$ cat src/rtl/atan2_deg_pkg.sv
// Shared constants for the degree-domain CORDIC path: sizing defaults, the
// arctangent table in degree fixed-point, and the atan2_deg state encoding.
package atan2_deg_pkg;

  localparam int unsigned FLOAT_BITS   = 32;
  localparam int unsigned FRAC_BITS    = 16;
  localparam int unsigned INT_BITS     = 16;
  localparam int unsigned CORDIC_ITER  = 16;
  localparam int unsigned ATAN_AF      = 16;
  localparam int unsigned ATAN_TBL_LEN = 20;

  // round(atan(2^-i) * 180/pi * 2^ATAN_AF), i = 0..19
  localparam int ATAN_TBL [ATAN_TBL_LEN] = '{
    2949120, 1740967, 919879, 466945, 234379, 117304, 58666, 29335,
    14668,   7334,    3667,   1833,   917,    458,    229,   115,
    57,      29,      14,     7
  };

  function automatic longint deg_to_fx(input int deg, input int unsigned af);
    return longint'(deg) <<< af;
  endfunction

  localparam longint DEG90_FX  = deg_to_fx(90, ATAN_AF);
  localparam longint DEG180_FX = deg_to_fx(180, ATAN_AF);

  typedef enum logic [2:0] {
    IDLE,
    PRE,
    ITERATE,
    ROUND,
    DONE
  } state_t;

endpackage

$ cat src/rtl/atan2_deg_lut.sv
// Combinational CORDIC arctangent table: index i -> atan(2^-i) in degrees,
// scaled to AF fractional bits.
module atan_deg_lut
  import atan2_deg_pkg::*;
#(
  parameter int unsigned AF = ATAN_AF,
  parameter int unsigned ZW = 9 + AF + 1
) (
  input  logic [4:0]           idx,
  output logic signed [ZW-1:0] angle
);

  logic signed [31:0] raw;

  always_comb begin
    raw = '0;
    if (idx < 5'(ATAN_TBL_LEN)) raw = ATAN_TBL[idx];
  end

  // Table is stored at ATAN_AF fractional bits; rescale with rounding if narrower.
  if (AF >= ATAN_AF) begin : g_widen
    assign angle = ZW'(raw) <<< (AF - ATAN_AF);
  end else begin : g_narrow
    assign angle = ZW'((raw + (32'sd1 <<< (ATAN_AF - AF - 1))) >>> (ATAN_AF - AF));
  end

endmodule

$ cat src/rtl/atan2_deg.sv
// Sequential atan2 in integer degrees: quadrant pre-rotation, ITER CORDIC
// vectoring micro-rotations, then round-half-up to the nearest degree.
module atan2_deg
  import atan2_deg_pkg::*;
#(
  parameter int unsigned W    = FLOAT_BITS,
  parameter int unsigned FRAC = FRAC_BITS,
  parameter int unsigned ITER = CORDIC_ITER,
  parameter int unsigned AF   = ATAN_AF
) (
  input  logic                clk,
  input  logic                rst_n,
  input  logic                in_valid,
  output logic                in_ready,
  input  logic [W-1:0]        x,
  input  logic [W-1:0]        y,
  output logic                out_valid,
  input  logic                out_ready,
  output logic [INT_BITS-1:0] out,
  output logic                zero
);

  localparam int unsigned XW = W + 2;
  localparam int unsigned ZW = 9 + AF + 1;
  localparam int unsigned IW = 5;

  localparam logic signed [ZW-1:0] Z90  = ZW'(deg_to_fx(90, AF));
  localparam logic signed [ZW-1:0] HALF = ZW'(deg_to_fx(1, AF) >>> 1);
  localparam logic signed [ZW-1:0] D180 = ZW'(180);

  if (ITER < 8 || ITER > 20 || FRAC >= W) begin : g_bad_cfg
    $error("atan2_deg: ITER must be 8..20 and FRAC < W");
  end

  state_t state, next_state;

  logic signed [XW-1:0] xr, yr, xs, ys;
  logic signed [ZW-1:0] zr, a_i, d_rnd;
  logic [IW-1:0]        i;
  logic                 zflag;

  assign xs = xr >>> i;
  assign ys = yr >>> i;

  atan_deg_lut #(.AF(AF), .ZW(ZW)) u_lut (
    .idx   (i),
    .angle (a_i)
  );

  always_ff @(posedge clk) begin
    if (!rst_n) state <= IDLE;
    else        state <= next_state;
  end

  always_comb begin
    next_state = state;
    in_ready   = 1'b0;
    out_valid  = 1'b0;
    case (state)
      IDLE: begin
        in_ready = 1'b1;
        if (in_valid) next_state = PRE;
      end
      PRE:     next_state = ITERATE;
      ITERATE: if (i == IW'(ITER - 1)) next_state = ROUND;
      ROUND:   next_state = DONE;
      DONE: begin
        out_valid = 1'b1;
        if (out_ready) next_state = IDLE;
      end
      default: next_state = IDLE;
    endcase
  end

  // An exact -180 result is folded onto +180 so the output range is -179..180.
  always_comb begin
    d_rnd = (zr + HALF) >>> AF;
    if (d_rnd == -D180) d_rnd = D180;
    if (zflag) d_rnd = '0;
  end

  always_ff @(posedge clk) begin
    if (!rst_n) begin
      xr    <= '0;
      yr    <= '0;
      zr    <= '0;
      i     <= '0;
      zflag <= 1'b0;
      out   <= '0;
      zero  <= 1'b0;
    end else begin
      case (state)
        IDLE: if (in_valid) begin
          xr <= XW'(signed'(x));
          yr <= XW'(signed'(y));
          zr <= '0;
        end
        PRE: begin
          i     <= '0;
          zflag <= (xr == '0) && (yr == '0);
          if (xr[XW-1] && !yr[XW-1]) begin
            xr <= yr;
            yr <= -xr;
            zr <= Z90;
          end else if (xr[XW-1]) begin
            xr <= -yr;
            yr <= xr;
            zr <= -Z90;
          end
        end
        ITERATE: begin
          if (!yr[XW-1]) begin
            xr <= xr + ys;
            yr <= yr - xs;
            zr <= zr + a_i;
          end else begin
            xr <= xr - ys;
            yr <= yr + xs;
            zr <= zr - a_i;
          end
          i <= i + 1'b1;
        end
        ROUND: begin
          out  <= INT_BITS'(d_rnd);
          zero <= zflag;
        end
        default: ;
      endcase
    end
  end

endmodule

$ cat config.mk
export PLATFORM = sky130hd
export DESIGN_NAME = atan2_deg
export DESIGN_NICKNAME = d
export VERILOG_FILES = /design/src/rtl/atan2_deg_pkg.sv /design/src/rtl/atan2_deg_lut.sv /design/src/rtl/atan2_deg.sv
export SDC_FILE = /design/constraint.sdc
export NUM_CORES = 1
export LEC_CHECK = 0
export ABC_AREA = 1
export CAP_MARGIN = 20
export CORE_ASPECT_RATIO = 0.6
export CORE_MARGIN = 1.5
export CORE_UTILIZATION = 40
export DETAILED_ROUTE_END_ITERATION = 7
export HOLD_SLACK_MARGIN = 0.1
export PLACE_DENSITY_LB_ADDON = 0.2
export SLEW_MARGIN = 20
export SYNTH_ARGS = -nofsm -noshare
export SYNTH_HDL_FRONTEND = slang
export SYNTH_HIERARCHICAL = 1
export SYNTH_SLANG_ARGS = --single-unit
$ cat constraint.sdc
create_clock -name clk -period 10 [get_ports clk]
set_input_delay 2 -clock clk [delete_from_list [all_inputs] [get_ports clk]]
set_output_delay 2 -clock clk [all_outputs]
set_load 0.02 [all_outputs]
==> results_dict.tcl, run 1 <==
set metrics [dict create \
    p_sw_frac 0.625 \
    core-area_um2 46200 \
    synthArstFlopShare 0 \
    worstPathArrival_ns 6.44 \
    cp-start-kind "register" \
    start_util 0.405 \
    seqPwrFrac 0.139 \
    worst-path-max-fanout 64 \
    cts_sinks 114 \
    cts_resized 0 \
    syn_to_final_growth_pct 8.88 \
    relSlewSlack 0.316 \
    drt-wirelength-per-cell_um 20.9 \
    min-delay-start "zr[0]" \
    reg2reg_from "i[2]" \
    p_comb_frac 0.768 \
    cp_num_buf_inv 5 \
    final_cell_mix "nand2_1, nand3_1, a21oi_1" \
    ir_drop_mv 0.144 \
    htreeDepth 4 \
    n_antenna_cell 0 \
    power_switching_uw 4560 \
    pwr-share-clk 0.093 \
    p_int_uw 2740 \
    hold_viol 0 \
    first_pass_iters 8 \
    cp_data_required_time_ns 10.37 \
    hp-class "reg -> reg" \
    synth_top_area_cell "nand2_1" \
    placedCellCount 3917 \
    grt_first_pass_wirelength_mm 122 \
    synth_enable_flop_cells 0 \
    slowest_delay_ns 0.66 \
    synthCells 3348 \
    grt_max_degree 80 \
    nNetsFinal 3485 \
    grt_overflow_total 0 \
    ant_nets 0 \
    reg2reg_depth 29 \
    viasPerCell 5.86 \
    critical-path-top-delay-family "simple AND/OR/NAND/NOR gates" \
    report.final.slew_viol_count 0 \
    die_w_um 282 \
    worst_pin_slew_ns 1.02 \
    synth-seq-cells 114 \
    hold_end "zr[0]" \
    synth_warnings 6 \
    syn_avg_cell_area_um2 5.58 \
    clk_latency_ns 0.48 \
    max_freq_mhz 165 \
    vias 23100 \
    startpoint "i[2]" \
    p_per_area_nw_per_um2 359 \
    clock_path_buffers 2 \
    ys_types 65 \
    hold_depth 2 \
    clk_pin_slew_worst_paths_ns 0.07 \
    cellLeakagePower_uw 0.00941 \
    r2r-end "xr[24]" \
    gp_congestion 0.989 \
    cts-root-buf "clkbuf_16" \
    fin_worst_skew_ns 0.0210 \
    mappedNetlistArea_um2 18700 \
    synth.area.top_cells "nand2_1, nand3_1, dfxtp_1" \
    port_buffers 86 \
    post_cts_buffers 0 \
    synthFlopType "dfxtp_1" \
    grt_usage 0.337 \
    max-cap-violations 0 \
    die_area_um2 48100 \
    critPathSlowestCell "buf_4" \
    route.detailed.drc 7 \
    row_count 61 \
    status "finished with violations" \
    cts_tree "done" \
    yosysSeqAreaShare 0.122 \
    drive_above_1_share 0.0678 \
    grt_pass1_vias 19900 \
    wl_mm 82.5 \
    reg2reg_slack_ns 3.93 \
    dp.final_hpwl_mm 63.2 \
    violations "design-rule violations" \
    drt_iter0_drc 3404 \
    postCtsHoldBufs 0 \
    crit_type "reg -> reg" \
    finalSetupViolCount 0 \
    io_pins 87 \
    die_h_um 170 \
    synth_top_cell_area_share 0.159 \
    period_needed_ns 6.07 \
    cp_common_cell "nand2_1" \
    final_cells 3949 \
    holdWs_ns 0.463 \
    cp-end-kind "register" \
    antenna_found_initial 2 \
    final_common_cell "nand2_1" \
    grt_setup_unrepaired "no" \
    cts_buffers 17 \
    setup_tns_ns 0 \
    finalCritPeriodShare 0.607 \
]
-- layer usage --
metal / part of all wire / vias to the layer above / routed length [um] / track usage
met2: 0.35 / 1405 / 29200 / 0.421
met5: 0.00024 / - / 20 / 0
met4: 0.026 / 2 / 2180 / 0.0965
li1: - / 11300 / - / -
met1: 0.46 / 10400 / 38000 / 0.509
met3: 0.16 / 91 / 13000 / 0.132
-- power groups by stage --
| stage | Sequential, uW | Combinational (uW) | Clock, uW |
|---|---|---|---|
| floorplan | 715 | 4120 | 0 |
| global placement | 978 | 5410 | 0 |
| detailed placement | 975 | 5410 | 0 |
| CTS | 966 | 5440 | 678 |
| global route | 1010 | 6220 | 691 |
| finish | 1020 | 5610 | 679 |
-- cell families after synthesis --
logic type,count (synthesis),synth area share
fa+ha+maj,111,0.0755
simple gates,1817,0.439
other cells,1,0.000201
xor+xnor,91,0.0426
flops,114,0.122
compound gates,744,0.217
mux,1,0.000536
buf+inv,469,0.103
-- how the worst max path moves through the flow --
stage	end	slack, ns	cells after the start
finish	xr[24]	3.93	29
global route	xr[24]	3.40	31
CTS	xr[29]	4.07	28
detailed placement	xr[24]	4.11	29
global placement	yr[29]	4.13	30
floorplan	zr[21]	5.85	25
-- sequential cells by signal (all words and copies together) (netlist names) --
register / cells
i: 5
zflag: 1
yr: 34
xr: 34
out: 10
zero: 1
zr: 26
state: 3
-- layout make-up --
| cell class | instances | area, um^2 |
|---|---|---|
| Tap cell | 630 | 788 |
| Clock buffer | 17 | 425 |
| Multi-Input combinational cell | 2768 | 14500 |
| Fill cell | 5053 | 25800 |
| Sequential cell | 114 | 2290 |
| Clock inverter | 15 | 160 |
| Timing Repair Buffer | 113 | 1070 |
| Inverter | 292 | 1110 |
-- stage by stage --
stage               cell area [um^2]   util  worst slack (ns)  power [uW]
global route                   20300  0.441              3.40        7920
detailed placement             19800  0.428              4.11        6380
CTS                            20300  0.441              4.07        7080
global placement               19700  0.428              4.13        6390
floorplan                      18700      -              5.85        4840
finish                         20300  0.441              3.93        7300
-- synth_stat cells (7+ instances only) --
| cell type | instances |
|---|---|
| a21o_1 | 11 |
| a21oi_1 | 362 |
| a221oi_1 | 8 |
| a31oi_1 | 42 |
| buf_1 | 31 |
| buf_2 | 38 |
| buf_4 | 14 |
| clkbuf_1 | 87 |
| dfxtp_1 | 114 |
| ha_1 | 108 |
| inv_1 | 266 |
| inv_2 | 22 |
| nand2_1 | 793 |
| nand2_2 | 32 |
| nand3_1 | 531 |
| nand3_2 | 18 |
| nand3b_1 | 11 |
| nand4_1 | 24 |
| nor2_1 | 267 |
| nor2_2 | 12 |
| nor2_4 | 10 |
| nor3_1 | 44 |
| nor4_1 | 20 |
| o211ai_1 | 16 |
| o21a_1 | 8 |
| o21ai_0 | 224 |
| o21ai_1 | 22 |
| o21bai_1 | 12 |
| o221ai_1 | 7 |
| or2_2 | 34 |
| xnor2_1 | 29 |
| xor2_1 | 62 |
-- worst register-to-register path, delay by kind of cell (launching register included) --
kind	cells	cell delay, ns
AOI/OAI and AO/OA	7	1.26
xor gates and xnor gates	1	0.19
adders and majority gates	2	0.66
buffers and inverters	5	1.49
DFF	1	0.64
and+or+nand+nor	14	1.73
No activity file was read; power rests on OpenSTA's default activity.
==> run 2: changes to the inputs <==
==> constraint.sdc (replaced) <==
create_clock -name clk -period 6.1 [get_ports clk]
set_input_delay 1.22 -clock clk [delete_from_list [all_inputs] [get_ports clk]]
set_output_delay 1.22 -clock clk [all_outputs]
set_load 0.02 [all_outputs]
==> results_dict.tcl, run 2 (same netlist as run 1, synthesis figures left out) <==
set metrics [dict create \
    status "finished clean" \
    max_freq_mhz 182 \
    antenna_found_initial 1 \
    p_per_area_nw_per_um2 588 \
    dp.final_hpwl_mm 64.4 \
    cts-root-buf "clkbuf_16" \
    power_uw 12000 \
    die_w_um 282 \
    grt_first_pass_wirelength_mm 122 \
    report.final.slew_viol_count 0 \
    hp-class "reg -> reg" \
    viasPerCell 5.82 \
    first_pass_iters 7 \
    worst_pin_slew_ns 1.06 \
    cp_data_required_time_ns 6.47 \
    nNetsFinal 3498 \
    r2r-end "xr[24]" \
    drt_iter0_drc 3263 \
    drt-wirelength-per-cell_um 20.8 \
    clk_pin_slew_worst_paths_ns 0.07 \
    reg2reg_from "i[0]" \
    syn_to_final_growth_pct 9.23 \
    critPathSlowestCell "inv_2" \
    die_h_um 170 \
    cp-start-kind "register" \
    max-cap-violations 0 \
    reg2reg_slack_ns 0.60 \
    ir_drop_mv 0.209 \
    htreeDepth 4 \
    crit_type "reg -> reg" \
    wl_mm 82.4 \
    route.detailed.drc 0 \
    cts_tree "done" \
    ant_nets 0 \
    vias 23100 \
    start_util 0.405 \
    final_cell_mix "nand2_1, nand3_1, a21oi_1" \
    cp_common_cell "nand2_1" \
    hold_viol 0 \
    die_area_um2 48100 \
    top_regs "xr: 34 flops, yr: 34 flops, zr: 26 flops" \
    grt_overflow_total 0 \
    relSlewSlack 0.292 \
    cts_resized 0 \
    worstPathArrival_ns 5.87 \
    cellLeakagePower_uw 0.00946 \
    period_needed_ns 5.50 \
    grt_usage 0.337 \
    reg2reg_depth 31 \
    grt_setup_unrepaired "no" \
    cp-end-kind "register" \
    setup_tns_ns 0 \
    gp_congestion 1.01 \
    hold_depth 2 \
    cts_sinks 114 \
    drive_above_1_share 0.0714 \
    grt_pass1_vias 19800 \
    critical-path-top-delay-family "simple AND/OR/NAND/NOR gates" \
    min-delay-start "out[5]" \
    core-area_um2 46200 \
    clock_path_buffers 2 \
    nFillCells 5129 \
    fin_worst_skew_ns 0.0205 \
    hold_end "out[5]" \
    worst-path-max-fanout 43 \
    seqCellArea_um2 2290 \
    clk_latency_ns 0.47 \
    grt_max_degree 81 \
    multi_input_area_um2 14500 \
    port_buffers 86 \
    cp_num_buf_inv 5 \
    postCtsHoldBufs 0 \
    cts_buffers 17 \
    row_count 61 \
    finalCritPeriodShare 0.902 \
    final_common_cell "nand2_1" \
    finalSetupViolCount 0 \
    slowest_delay_ns 0.40 \
    io_pins 87 \
    post_cts_buffers 0 \
]
## run 2: changes by cell type in the layout (fill, tap and decap cells not counted)
cell | previous run | this run
buf_4 | 26 | 40
clkinvlp_4 | 2 | 1
diode_2 | 0 | 1
bufinv_16 | 1 | 0
inv_4 | 1 | 2
inv_6 | 6 | 5
buf_12 | 1 | 0
clkinv_4 | 2 | 4
## run 2: where the power goes
group | switching, uW | internal, uW | total, uW
Clock | 513 | 539 | 1050
Sequential | 769 | 950 | 1720
Combinational | 6220 | 3000 | 9220
## run 2: cell type report
class                      instances  share of cell area
inverter                         292              0.0545
clock inverter                    15             0.00674
timing repair buffer             126              0.0566
tap                              630              0.0386
antenna                            1            0.000123
clock buffer                      17              0.0208
multi-input combinational       2768               0.710
sequential                       114               0.112
## run 2: layer usage
metal  wire (um)  GRT usage  share of wire
met1       38500      0.515           0.47
met2       29200      0.421           0.35
met3       12900      0.129           0.16
met4        1830     0.0865          0.022
met5           0          0              0
## run 2: worst max-delay path by stage
stage | depth (start not counted) | to | from | slack, ns
2_1_floorplan | 25 | zr[21] | i[1] | 1.95
3_3_place_gp | 31 | xr[24] | i[0] | 0.73
3_5_place_dp | 30 | xr[29] | i[0] | 0.66
4_1_cts | 30 | xr[29] | i[0] | 0.63
5_1_grt | 31 | xr[31] | i[0] | 0.08
6_report | 31 | xr[24] | i[0] | 0.60
## run 2: metrics by stage
stage	util	instances	hold slack (ns)	instance area, um^2	setup WS [ns]
5_1_grt	0.442	3963	0.492	20400	0.0827
6_report	0.442	3963	0.469	20400	0.600
2_1_floorplan	-	3351	0.440	18700	1.95
3_5_place_dp	0.430	3930	0.459	19800	0.657
4_1_cts	0.442	3962	0.470	20400	0.633
3_3_place_gp	0.430	3930	0.457	19800	0.725
## run 2: tightest hold or removal path, delay by kind of cell (launching register included)
kind,cells,cell delay (ns)
and+or+nand+nor,1,0.06
AOI/OAI and AO/OA,1,0.05
DFF,1,0.31
